--- config.mk ---
export PLATFORM = sky130hd
export DESIGN_NAME = layer_feeder
export DESIGN_NICKNAME = d
export VERILOG_FILES = /design/src/rtl/layer_pkg.sv /design/src/rtl/layer_feeder_s2p.sv /design/src/rtl/layer_feeder.sv
export SDC_FILE = /design/constraint.sdc
export NUM_CORES = 1
export LEC_CHECK = 0
export BUFFER_PORTS_ARGS = -buffer_cell sky130_fd_sc_hd__buf_4
export CAP_MARGIN = 0
export CORE_MARGIN = 4
export CORE_UTILIZATION = 42
export DETAILED_ROUTE_END_ITERATION = 12
export GPL_TIMING_DRIVEN = 0
export PLACE_DENSITY = 0.86
export SLEW_MARGIN = 10
export SYNTH_ARGS = -nofsm -noshare
export SYNTH_HDL_FRONTEND = slang
export SYNTH_SLANG_ARGS = --single-unit
export TNS_END_PERCENT = 10
--- constraint.sdc ---
create_clock -name clk -period 1.3 [get_ports clk]
set_input_delay 0.13 -clock clk [delete_from_list [all_inputs] [get_ports clk]]
set_output_delay 0.13 -clock clk [all_outputs]
set_load 0.02 [all_outputs]
--- src/rtl/layer_pkg.sv ---
// Shared types and helpers for the layer_feeder block: FSM state encoding,
// the debug snapshot struct and the counter-width helper.
package layer_pkg;

  typedef enum logic [1:0] {
    S_LOAD_W = 2'd0,
    S_LOAD_I = 2'd1,
    S_SETTLE = 2'd2,
    S_OUT    = 2'd3
  } feeder_state_t;

  typedef struct packed {
    feeder_state_t state;
    logic          reload_pend;
    logic          wt_idle;
    logic          in_idle;
  } feeder_dbg_t;

  // A counter for n slots needs at least one bit even when n is 1.
  function automatic int cnt_w(input int n);
    return (n > 1) ? $clog2(n) : 1;
  endfunction

endpackage

--- src/rtl/layer_feeder_s2p.sv ---
// serial_to_parallel: collects N serial beats of W bits into one packed bus,
// slot k at bits [k*W +: W]. Supports a whole-bus parallel load.
module serial_to_parallel
  import layer_pkg::*;
#(
  parameter int N = 2,
  parameter int W = 1
) (
  input  logic           clk,
  input  logic           rst_n,
  input  logic           i_valid,
  input  logic           i_en,
  input  logic [W-1:0]   i_data,
  input  logic           i_load,
  input  logic [N*W-1:0] i_load_data,
  output logic [N*W-1:0] o_bus,
  output logic           o_at_last,
  output logic           o_idle
);

  localparam int CW = cnt_w(N);

  logic [CW-1:0]  r_cnt;
  logic [N*W-1:0] r_bus;
  logic           w_accept;
  logic           w_at_last;

  assign w_accept  = i_valid & i_en;
  assign w_at_last = (r_cnt == CW'(N - 1));

  always_ff @(posedge clk or negedge rst_n) begin
    if (!rst_n) begin
      r_cnt <= '0;
      r_bus <= '0;
    end else if (i_load) begin
      r_bus <= i_load_data;
    end else if (w_accept) begin
      for (int s = 0; s < N; s++) begin
        if (r_cnt == CW'(s)) r_bus[s*W +: W] <= i_data;
      end
      // Counter wraps so the next load starts at slot 0 without a clear.
      r_cnt <= w_at_last ? '0 : r_cnt + CW'(1);
    end
  end

  assign o_bus     = r_bus;
  assign o_at_last = w_at_last;
  assign o_idle    = (r_cnt == '0);

endmodule

--- src/rtl/layer_feeder.sv ---
// layer_feeder: serial weight/input loader and result capture around `layer`.
// Optional LAYER_FEEDER_DBUF_EN adds a shadow input buffer filled during SETTLE/OUT.
module layer_feeder
  import layer_pkg::*;
#(
  parameter int LENGHT_I   = 2,
  parameter int LENGHT_O   = 1,
  parameter int WIDTH_W    = 9,
  parameter int WIDTH_I    = 1,
  parameter int WIDTH_O    = 10,
  parameter int SETTLE_CYC = 2
) (
  input  logic                                 clk,
  input  logic                                 rst_n,
  input  logic                                 wt_valid,
  output logic                                 wt_ready,
  input  logic [WIDTH_W-1:0]                   wt_data,
  input  logic                                 wt_reload,
  input  logic                                 in_valid,
  output logic                                 in_ready,
  input  logic [WIDTH_I-1:0]                   in_data,
  output logic [LENGHT_I*LENGHT_O*WIDTH_W-1:0] w_o,
  output logic [LENGHT_I*WIDTH_I-1:0]          x_o,
  input  logic [LENGHT_O*WIDTH_O-1:0]          y_i,
  output logic                                 out_valid,
  input  logic                                 out_ready,
  output logic [LENGHT_O*WIDTH_O-1:0]          out_data,
  output logic                                 busy,
  output feeder_dbg_t                          o_dbg
);

  localparam int N_W = LENGHT_I * LENGHT_O;
  localparam int XW  = LENGHT_I * WIDTH_I;
  localparam int SW  = cnt_w(SETTLE_CYC);

  // Handshakes: a beat moves on a rising edge where valid && ready; ready is
  // a function of state only, never of valid, and valid must hold until taken.
  feeder_state_t              r_state;
  feeder_state_t              w_next;
  logic                       r_armed;
  logic                       r_reload;
  logic [SW-1:0]              r_settle_cnt;
  logic                       r_out_valid;
  logic [LENGHT_O*WIDTH_O-1:0] r_out_data;

  logic          w_wt_en, w_wt_at_last, w_wt_idle;
  logic          w_in_en, w_in_at_last, w_in_idle;
  logic          w_sh_en, w_copy;
  logic          w_settle_load, w_capture, w_hs;
  logic [XW-1:0] w_sh_bus;

`ifdef LAYER_FEEDER_DBUF_EN
  logic w_sh_at_last, w_sh_idle, r_sh_full;

  serial_to_parallel #(.N(LENGHT_I), .W(WIDTH_I)) u_in_shadow (
    .clk         (clk),
    .rst_n       (rst_n),
    .i_valid     (in_valid),
    .i_en        (w_sh_en),
    .i_data      (in_data),
    .i_load      (1'b0),
    .i_load_data ('0),
    .o_bus       (w_sh_bus),
    .o_at_last   (w_sh_at_last),
    .o_idle      (w_sh_idle)
  );

  always_ff @(posedge clk or negedge rst_n) begin
    if (!rst_n)                                 r_sh_full <= 1'b0;
    else if (w_copy)                            r_sh_full <= 1'b0;
    else if (w_sh_en && in_valid && w_sh_at_last) r_sh_full <= 1'b1;
  end
`else
  assign w_sh_bus = '0;
`endif

  serial_to_parallel #(.N(N_W), .W(WIDTH_W)) u_wt_s2p (
    .clk         (clk),
    .rst_n       (rst_n),
    .i_valid     (wt_valid),
    .i_en        (w_wt_en),
    .i_data      (wt_data),
    .i_load      (1'b0),
    .i_load_data ('0),
    .o_bus       (w_o),
    .o_at_last   (w_wt_at_last),
    .o_idle      (w_wt_idle)
  );

  serial_to_parallel #(.N(LENGHT_I), .W(WIDTH_I)) u_in_s2p (
    .clk         (clk),
    .rst_n       (rst_n),
    .i_valid     (in_valid),
    .i_en        (w_in_en),
    .i_data      (in_data),
    .i_load      (w_copy),
    .i_load_data (w_sh_bus),
    .o_bus       (x_o),
    .o_at_last   (w_in_at_last),
    .o_idle      (w_in_idle)
  );

  always_comb begin
    w_next        = r_state;
    w_wt_en       = 1'b0;
    w_in_en       = 1'b0;
    w_sh_en       = 1'b0;
    w_copy        = 1'b0;
    w_settle_load = 1'b0;
    w_capture     = 1'b0;
    w_hs          = 1'b0;
    case (r_state)
      S_LOAD_W: begin
        // r_armed keeps wt_ready low until the first edge after reset release.
        w_wt_en = r_armed;
        if (r_armed && wt_valid && w_wt_at_last) w_next = S_LOAD_I;
      end
      S_LOAD_I: begin
`ifdef LAYER_FEEDER_DBUF_EN
        if (r_sh_full) begin
          w_copy        = 1'b1;
          w_settle_load = 1'b1;
          w_next        = S_SETTLE;
        end else if (!w_sh_idle) begin
          w_sh_en = 1'b1;
        end else begin
          w_in_en = 1'b1;
          if (in_valid && w_in_at_last) begin
            w_settle_load = 1'b1;
            w_next        = S_SETTLE;
          end
        end
`else
        w_in_en = 1'b1;
        if (in_valid && w_in_at_last) begin
          w_settle_load = 1'b1;
          w_next        = S_SETTLE;
        end
`endif
      end
      S_SETTLE: begin
`ifdef LAYER_FEEDER_DBUF_EN
        w_sh_en = !r_sh_full;
`endif
        if (r_settle_cnt == '0) begin
          w_capture = 1'b1;
          w_next    = S_OUT;
        end
      end
      S_OUT: begin
`ifdef LAYER_FEEDER_DBUF_EN
        w_sh_en = !r_sh_full;
`endif
        w_hs = r_out_valid && out_ready;
        if (w_hs) begin
          if (r_reload || wt_reload) begin
            w_next = S_LOAD_W;
`ifdef LAYER_FEEDER_DBUF_EN
          end else if (r_sh_full) begin
            w_copy        = 1'b1;
            w_settle_load = 1'b1;
            w_next        = S_SETTLE;
`endif
          end else begin
            w_next = S_LOAD_I;
          end
        end
      end
      default: w_next = S_LOAD_W;
    endcase
  end

  always_ff @(posedge clk or negedge rst_n) begin
    if (!rst_n) r_state <= S_LOAD_W;
    else        r_state <= w_next;
  end

  always_ff @(posedge clk or negedge rst_n) begin
    if (!rst_n) begin
      r_armed      <= 1'b0;
      r_reload     <= 1'b0;
      r_settle_cnt <= '0;
      r_out_valid  <= 1'b0;
      r_out_data   <= '0;
    end else begin
      r_armed <= 1'b1;
      // Requests arriving while weights are already loading are dropped.
      if (w_next == S_LOAD_W && r_state != S_LOAD_W) r_reload <= 1'b0;
      else if (wt_reload && r_state != S_LOAD_W)     r_reload <= 1'b1;
      if (w_settle_load)
        r_settle_cnt <= SW'(SETTLE_CYC - 1);
      else if (r_state == S_SETTLE && r_settle_cnt != '0)
        r_settle_cnt <= r_settle_cnt - SW'(1);
      if (w_capture) begin
        r_out_data  <= y_i;
        r_out_valid <= 1'b1;
      end else if (w_hs) begin
        r_out_valid <= 1'b0;
      end
    end
  end

  assign wt_ready  = w_wt_en;
  assign in_ready  = w_in_en | w_sh_en;
  assign out_valid = r_out_valid;
  assign out_data  = r_out_data;

`ifdef LAYER_FEEDER_DBUF_EN
  assign busy = !(r_state == S_LOAD_I && w_in_idle && w_sh_idle && !r_sh_full);
`else
  assign busy = !(r_state == S_LOAD_I && w_in_idle);
`endif

  assign o_dbg = '{state: r_state, reload_pend: r_reload, wt_idle: w_wt_idle, in_idle: w_in_idle};

endmodule

After elaboration in Yosys (flattened, before gate mapping)
Cells that the tools add are included.
{ "word_totals": {"word_cells": 63, "n_memories": 0, "latch_bits": 0, "ramBits": 0, "romBits": 0, "output_inout_bits": 39, "reg_bits": 38, "inputBits": 26} }
{ "classes": {"shifts": 0, "mux": 21, "n_eq_ne": 3, "addsub": 3, "n_reduce_logical": 20, "multipliers": 0, "div_mod_pow": 0, "n_bitwise": 4, "order_cmp": 0} }
{ "op_table": {"columns": ["operator", "count"], "rows": [
  ["1-bit two-way mux", 16],
  ["1-bit logical AND", 8],
  ["2-bit two-way mux", 4],
  ["2-bit one-hot mux with 4 select lines", 1],
  ["2-bit AND reduction", 4],
  ["2-bit nonzero test", 4],
  ["2-bit equality test (second input constant)", 2],
  ["2-bit zero test", 2],
  ["1-bit adder (second input constant)", 2],
  ["1-bit AND", 2],
  ["2-bit by 1-bit equality test with 1-bit output (second input constant)", 1],
  ["1-bit inverter", 2],
  ["1-bit zero test", 1],
  ["1-bit logical OR", 1],
  ["1-bit subtractor (second input constant)", 1]
]} }

Logic depth before layout (Yosys ltp)
Gate-level depths: netlist of the first run.
{ "depth": {"word_depth": 7, "depth_mapped": 5, "ltp_nobuf": 3} }

Hierarchy
A second synthesis of the first run with hierarchy kept.
{ "hier_totals": {"hier_cells": 178, "hier_area_um2": 1811.7} }
{ "modules_own_cells": {"columns": ["mod", "area_per_inst_um2", "seq_area_each_um2", "cells_per_inst", "instances"], "rows": [
  ["serial_to_parallel at u_wt_s2p", 917.1, 475.5, 105, 1],
  ["layer_feeder", 742.0, 400.4, 58, 1],
  ["serial_to_parallel at u_in_s2p", 152.6, 75.1, 15, 1]
]} }

Worst setup path after synthesis of the first run
Ideal clock, no wire load.
{ "synth_path": {"kind": "register to register", "from": "register r_state[0]", "to": "register u_in_s2p.r_bus[1], in the netlist u_in_s2p.o_bus[1]", "t_required_ns": 1.175, "setup_time_ns": 0.125, "path_buffers": 1, "arrival_ns": 1.727, "period_less_slack_ns": 1.852, "stages_incl_launch_ff": 5, "slack_ns": -0.552, "cell_sequence": "dfrtp_1 -> buf_2 -> nor2b_1 -> and3_1 -> mux2_2"} }
{ "synth_between": {"elab_chain_cells": 4} }
{ "synth_lines": {"columns": ["item", "line", "source"], "rows": [
  ["start, declared", "layer_feeder.sv:38", "feeder_state_t r_state;"],
  ["start signal, assigned", "layer_feeder.sv:175", "else r_state <= w_next;"],
  ["2-bit by 1-bit equality test with 1-bit output", "layer_feeder.sv:112", "case (r_state)"],
  ["1-bit two-way mux", "layer_feeder.sv:112", null],
  ["named net in_ready", "layer_feeder.sv:20", "output logic in_ready,"],
  ["1-bit AND", "layer_feeder_s2p.sv:28", "assign w_accept = i_valid & i_en;"],
  ["2-bit AND reduction (no source line)", null, null],
  ["end signal, assigned", "layer_feeder_s2p.sv:36", "r_bus <= i_load_data;"],
  ["end signal, assigned by index", "layer_feeder_s2p.sv:39", "if (r_cnt == CW'(s)) r_bus[s*W +: W] <= i_data;"],
  ["end, declared", "layer_feeder_s2p.sv:24", "logic [N*W-1:0] r_bus;"]
]} }
The timed path passes the listed nets, and every way through them passes these cells.
A chain may end at the register's enable or synchronous reset.

Worst setup path after layout of the first run
{ "layout_path": {"from": "register r_state[1]", "to": "register u_wt_s2p.r_bus[1], in the netlist u_wt_s2p.o_bus[1]"} }
{ "layout_between": {"elab_chain_cells": 4} }
{ "layout_lines": {"columns": ["item", "line"], "rows": [
  ["2-bit zero test", "layer_feeder.sv:112"],
  ["1-bit two-way mux", "layer_feeder.sv:112"],
  ["1-bit AND", "layer_feeder_s2p.sv:28"],
  ["2-bit AND reduction (no source line)", null],
  ["end signal, assigned", "layer_feeder_s2p.sv:36"],
  ["end signal, assigned by index", "layer_feeder_s2p.sv:39"],
  ["end, declared", "layer_feeder_s2p.sv:24"]
]} }
Every way passes these cells.

==> flow_summary_export.csv, run 1 <==
group,metric,value,unit
outcome,status,"finished with violations",
place,place_ws,-260.4,ps
power,p_leak,1.183,nW
synth,synth_compound_area_share,3.774,%
worst_setup_path,cp-start-kind,"register",
worst_setup_path,crit_fanout,5,
floorplanning,fp.coreArea,3416,µm²
worst_setup_path,critPathArrivalTime,1680,ps
sta,hold_violations,0,
clocking,clock_sinks,38,
global_route,track_usage,17.72,%
power,p_comb_share,53.0,%
sta,layout_min_cycle_time,1456,ps
power,switchingPower,2.406,mW
floorplanning,initial_core_util,44.65,%
cells_and_area,multi_input_area,645.6,µm²
worst_setup_path,worst_setup_path_end_kind,"register",
synth,synth.largest_area_cell,"dfrtp_1",
detailed_routing,viasPerCell,4.887,
power,seqPwrFrac,34.0,%
sta,slew_violations,0,
hold_path,min_path_type,"in -> reg",
synth,netlist_top_cells_area,"dfrtp_1, mux2_2, buf_4",
cells_and_area,seqCellArea,955.9,µm²
worst_setup_path,cp_data_required_time,1520,ps
place,placed_cell_area,2092,µm²
detailed_routing,drt_iter0_drc,46,
place,place_inst,217,
synth,synth_top_family_by_area,"multiplexers",
clocking,clk_latency,340,ps
floorplanning,dieArea,4659,µm²
outcome,failed_checks,"setup timing",
clocking,clk_path_buf_depth,2,
clocking,cts_tree,"built",
power,internal_power,4.081,mW
cells_and_area,stdcell_count,239,
global_route,first_global_vias,1240,
detailed_routing,dr_total_vias,1168,
synth,synthMuxAreaShare,22.15,%
synth,synth_xor_area_share,0.5742,%
worst_setup_path,cpPeakStageDelay,490,ps
place,dpl.hpwl,2.503,mm
power,p_per_area,2677,nW/µm²
synth,synth_common_cells,"dfrtp_1, mux2_2, nand2_1",
sta,fin_worst_skew,18.84,ps
floorplanning,fp.dieW,68.26,µm
synth,syn-num-nets,133,
clocking,cts_root_buf,"clkbuf_4",
sta,setup_viol,32,
synth,synthesis.area,1525,µm²
global_route,grt_pass1_wl,6.023,mm
place,numPortBuffers,64,
synth,synth.most_common_cell,"dfrtp_1",
floorplanning,die_h,68.26,µm
synth,synth-edff-count,0,
synth,synth_area_per_cell,14.25,µm²
clocking,path_clk_slew,120,ps
synth,seq_area_frac_synth,62.35,%
worst_setup_path,crit_slowest_cell,"dfrtp_2",
synth,ys.flop_type,"dfrtp_1",
cells_and_area,syn_to_final_growth,58.90,%
detailed_routing,wire_per_inst,15.85,µm
detailed_routing,drt_first_pass_iters,5,
worst_setup_path,crit_type,"reg -> reg",
global_route,gr-total-overflow,0,
worst_setup_path,crit_chain,"nor2_4 -> and4_4 -> buf_6 -> mux2_4",
cells_and_area,drive_above_1_share,67.36,%
cells_and_area,fill_cells,232,
global_route,antenna_found_initial,0,
synth,synth_cell_type_count,26,
cells_and_area,num_antenna_cells,0,
synth,syn_inst,107,
synth,ys_ff_latch,38,
sta,fmax,0.6870,GHz
job,cap_viol_max_count,0,
clocking,htreeDepth,2,
sta,period_share,112.0,%
sta,fin_hold_ws,16.61,ps
power,clockPowerShare,12.9,%
power,p_total,6.487,mW
place,gp_congestion,0.8279,
detailed_routing,drc,0,
synth,synthAdderAreaFrac,0,%
synth,yosys.area_share.simple,7.629,%
floorplanning,rows,21,
power,p_sw_share,37.09,%
worst_setup_path,worstPathBufferInverterCount,1,
power,vdd_drop_max,1583,µV
synth,async_reset_ff_share,100.0,%
cells_and_area,final_util,70.95,%
worst_setup_path,critPathTopFamily,"flip-flops",
sta,final.setup.tns,-3001,ps
cells_and_area,finalNetCount,218,
synth,yosysWarnings,0,
sta,worst_slack,-155.5,ps
sta,rsz0062_at_grt,"true",
detailed_routing,postRouteAntennaNets,0,
cells_and_area,design_area,2424,µm²
detailed_routing,postRouteWirelength,3.787,mm
clocking,cts_buffers,5,
global_route,grt_max_degree,39,
floorplanning,ios,65,
synth,yosys.area.top_type_share,62.35,%
logic make-up (layout without fill, tap and decap cells):
group | after synthesis | in the layout
buffers and inverters | 9 | 94
XOR/XNOR | 1 | 1
other | 1 | 1
multiplexers | 30 | 30
flip-flops | 38 | 38
AO/OA/AOI/OAI | 9 | 9
AND/OR/NAND/NOR | 19 | 20
flip-flops by register name (all words and copies together) (netlist names):
| name | flops |
|---|---|
| u_in_s2p.o_at_last | 1 |
| u_wt_s2p.o_at_last | 1 |
| r_armed | 1 |
| out_data | 10 |
| r_reload | 1 |
| out_valid | 1 |
| u_wt_s2p.o_bus | 18 |
| u_in_s2p.o_bus | 2 |
| r_state | 2 |
| r_settle_cnt | 1 |
metal layers:
metal / global-route usage (%) / share of wire (%) / up-vias
met2: 28.28 / 50 / 43
met3: 6.732 / 8.0 / 9
met4: 6.700 / 2.1 / 0
li1: - / - / 540
met5: 0 / 0 / -
met1: 21.72 / 40 / 576
timing repair:
item	in CTS	in global routing
buffers inserted	8	1
endpoints found under the setup margin	35	39
pin swaps	5	2
hold endpoints to repair	38	3
gates resized for setup	19	14
hold buffers	1	3
cloned	2	0
power groups by stage:
stage / logic [mW] / registers, mW / clock network [mW]
3_3_place_gp: 2.88 / 2.12 / 0
3_5_place_dp: 2.96 / 2.17 / 0
5_1_grt: 3.66 / 2.31 / 0.919
2_1_floorplan: 1.11 / 2.75 / 0
4_1_cts: 3.30 / 2.18 / 0.860
6_report: 3.44 / 2.21 / 0.839
worst paths after layout:
path / slack (ps) / endpoint / depth (start not counted) / startpoint
setup / recovery: -160 / u_wt_s2p.o_bus[1]$_DFFE_PN0P_ / 4 / r_state[1]$_DFF_PN0_
max in group asynchronous: 650 / r_state[1]$_DFF_PN0_ / 2 / rst_n
hold / removal: 20 / u_wt_s2p.o_bus[5]$_DFFE_PN0P_ / 2 / wt_data[5]
min in group asynchronous: 270 / u_wt_s2p.o_bus[5]$_DFFE_PN0P_ / 2 / rst_n
hold reg to reg: 520 / out_data[4]$_DFFE_PN0P_ / 1 / out_data[4]$_DFFE_PN0P_
setup reg to reg: -160 / u_wt_s2p.o_bus[1]$_DFFE_PN0P_ / 4 / r_state[1]$_DFF_PN0_
area by class of cell:
class                   count  area share (%)
flip-flops and latches     38           39.44
multi-input cells          61           26.64
repair buffers             78           25.86
well taps                  46           2.375
clock buffers               7           2.272
plain buffers               4           1.549
clock inverters             1           1.239
inverters                   4          0.6195
cells in the final DEF, fill, tap and decap left out, drive strengths merged, types with 2 or more instances in the layout:
| cell type | n |
|---|---|
| buf | 78 |
| dfrtp | 38 |
| mux2 | 30 |
| nand2 | 7 |
| clkbuf | 7 |
| dlygate4sd3 | 4 |
| inv | 4 |
| nand4 | 2 |
| a31oi | 2 |
| o21ai | 2 |
| nor2b | 2 |
| nor2 | 2 |
| and3 | 2 |
No activity file was read; power rests on OpenSTA's default activity.
==> inputs of run 2 (changes only) <==
- RECOVER_POWER: unset -> 25
==> run 2 against run 1 <==
The flow still finishes with violations (setup timing). Critical path depth did not move. Via count did not move. Final cell count did not move. Sequential cell count did not move. Clock power barely moved. Core utilization fell by 0.073 points. Setup slack improved by 1.6 ps. Sequential share of layout area barely moved. Sequential power barely moved. Largest cell class unchanged.
==> flow_summary_export.csv, run 2 (same netlist as run 1, synthesis figures left out) <==
group,metric,value,unit
outcome,status,"finished with violations",
outcome,failed_checks,"setup timing",
global_route,antenna_found_initial,0,
detailed_routing,postRouteWirelength,3.787,mm
worst_setup_path,cp-start-kind,"register",
power,p_per_area,2679,nW/µm²
detailed_routing,wire_per_inst,15.85,µm
worst_setup_path,worst_r2r_endpoint,"u_wt_s2p.o_bus[1]$_DFFE_PN0P_",
cells_and_area,finalNetCount,218,
hold_path,holdCritStartpoint,"wt_data[5]",
floorplanning,rows,21,
power,vdd_drop_max,1583,µV
worst_setup_path,r2r_slack,-150,ps
clocking,clock_sinks,38,
sta,maxSlewHeadroom,38.15,%
place,place_inst,217,
place,numPortBuffers,64,
sta,fin_worst_skew,18.84,ps
cells_and_area,num_antenna_cells,0,
floorplanning,fp.coreArea,3416,µm²
detailed_routing,dr_total_vias,1168,
clocking,clk_latency,340,ps
detailed_routing,drc,0,
clocking,clk_path_buf_depth,2,
global_route,gr-total-overflow,0,
sta,fmax,0.6878,GHz
clocking,cts_tree,"built",
global_route,grt_max_degree,39,
sta,rsz0062_at_grt,"true",
hold_path,min_path_type,"in -> reg",
detailed_routing,drt_first_pass_iters,5,
worst_setup_path,crit_fanout,5,
job,cap_viol_max_count,0,
clocking,cts_root_buf,"clkbuf_4",
detailed_routing,viasPerCell,4.887,
detailed_routing,drt_iter0_drc,47,
floorplanning,dieArea,4659,µm²
worst_setup_path,critPathArrivalTime,1680,ps
worst_setup_path,crit_type,"reg -> reg",
place,placed_cell_area,2092,µm²
detailed_routing,postRouteAntennaNets,0,
global_route,track_usage,17.72,%
hold_path,holdPathEnd,"u_wt_s2p.o_bus[5]$_DFFE_PN0P_",
cells_and_area,syn_to_final_growth,58.74,%
sta,hold_violations,0,
place,gp_congestion,0.8279,
sta,worst_slack,-153.9,ps
clocking,htreeDepth,2,
power,p_leak,1.183,nW
worst_setup_path,worst-r2r-cell-count,4,
clocking,path_clk_slew,120,ps
worst_setup_path,regToRegStartpoint,"r_state[1]$_DFF_PN0_",
worst_setup_path,worst_setup_path_end_kind,"register",
cells_and_area,stdcell_count,239,
global_route,grt_pass1_wl,6.023,mm
hold_path,hold_depth,2,
sta,setup_viol,32,
sta,layout_min_cycle_time,1454,ps
sta,period_share,111.8,%
cells_and_area,drive_above_1_share,67.36,%
cells_and_area,fill_cells,232,
floorplanning,fp.dieW,68.26,µm
global_route,first_global_vias,1240,
floorplanning,initial_core_util,44.65,%
place,dpl.hpwl,2.503,mm
cells_and_area,layout_commonest_cell,"buf_4",
clocking,cts_buffers,5,
floorplanning,ios,65,
sta,tightest_slew,927.8,ps
cells_and_area,layout.cells.most_common_list,"buf_4, dfrtp_1, mux2_4",
floorplanning,die_h,68.26,µm
cells_and_area,largest_register_ffs,18,
worst_setup_path,cp_data_required_time,1520,ps
cells_and_area,design_area,2421,µm²
sta,slew_violations,0,
## run 2: stage by stage
| stage | hold WS (ps) | util, % | worst slack (ps) | power (mW) | TNS [ps] |
|---|---|---|---|---|---|
| floorplan | -165.6 | - | -174.4 | 3.852 | -4327 |
| global placement | 105.7 | 61.25 | -208.5 | 4.997 | -5189 |
| CTS | 6.531 | 68.61 | -135.3 | 6.338 | -2630 |
| detailed placement | 122.6 | 61.25 | -260.4 | 5.130 | -6449 |
| finish | 16.59 | 70.88 | -153.9 | 6.486 | -2990 |
| global route | -6.040 | 70.88 | -205.4 | 6.885 | -4776 |
## run 2: cell type report
type | count | area, µm² | share of cell area, %
sequential | 38 | 955.9 | 39.48
clock buffer | 7 | 55.05 | 2.274
tap | 46 | 57.56 | 2.377
buffer | 4 | 37.54 | 1.550
multi-input combinational | 61 | 645.6 | 26.67
inverter | 4 | 15.01 | 0.6202
clock inverter | 1 | 30.03 | 1.240
timing repair buffer | 78 | 624.3 | 25.79
## run 2: power breakdown
group / switching [mW] / leakage, nW / internal (mW)
Combinational: 1.59 / 0.691 / 1.85
Sequential: 0.442 / 0.446 / 1.77
Clock: 0.379 / 0.0455 / 0.460
Total: 2.41 / 1.18 / 4.08
## run 2: worst max path at each step
stage | startpoint | slack, ps | endpoint | cells past startpoint
2_1_floorplan | r_state[0]$_DFF_PN0_ | -170 | u_wt_s2p.o_bus[0]$_DFFE_PN0P_ | 5
3_3_place_gp | r_state[1]$_DFF_PN0_ | -210 | out_data[9]$_DFFE_PN0P_ | 3
3_5_place_dp | r_state[1]$_DFF_PN0_ | -260 | out_data[7]$_DFFE_PN0P_ | 3
4_1_cts | r_state[0]$_DFF_PN0_ | -140 | out_data[0]$_DFFE_PN0P_ | 4
5_1_grt | r_state[0]$_DFF_PN0_ | -210 | out_data[0]$_DFFE_PN0P_ | 4
6_report | r_state[1]$_DFF_PN0_ | -150 | u_wt_s2p.o_bus[1]$_DFFE_PN0P_ | 4
## run 2: metal layers
layer  part of all wire (%)  global-route usage (%)  vias up
met5                      0                       0        -
met4                    2.1                   6.700        0
met3                    8.0                   6.732        9
met2                     50                   28.28       43
met1                     40                   21.72      576
li1                       -                       -      540
## run 2: worst max-delay path, cell delays in order (launching register included)
cell and delay (ps):
dfrtp_2 490, nor2_4 160, and4_4 260, buf_6 140
mux2_4 300
## run 2: what timing repair did
action / in CTS / in global routing
setup buffers: 8 / 1
resized for setup: 19 / 14
pin swaps: 5 / 2
cloned: 2 / 0
endpoints found under the hold margin: 38 / 3
endpoints found under the setup margin: 35 / 39
hold buffers: 1 / 3
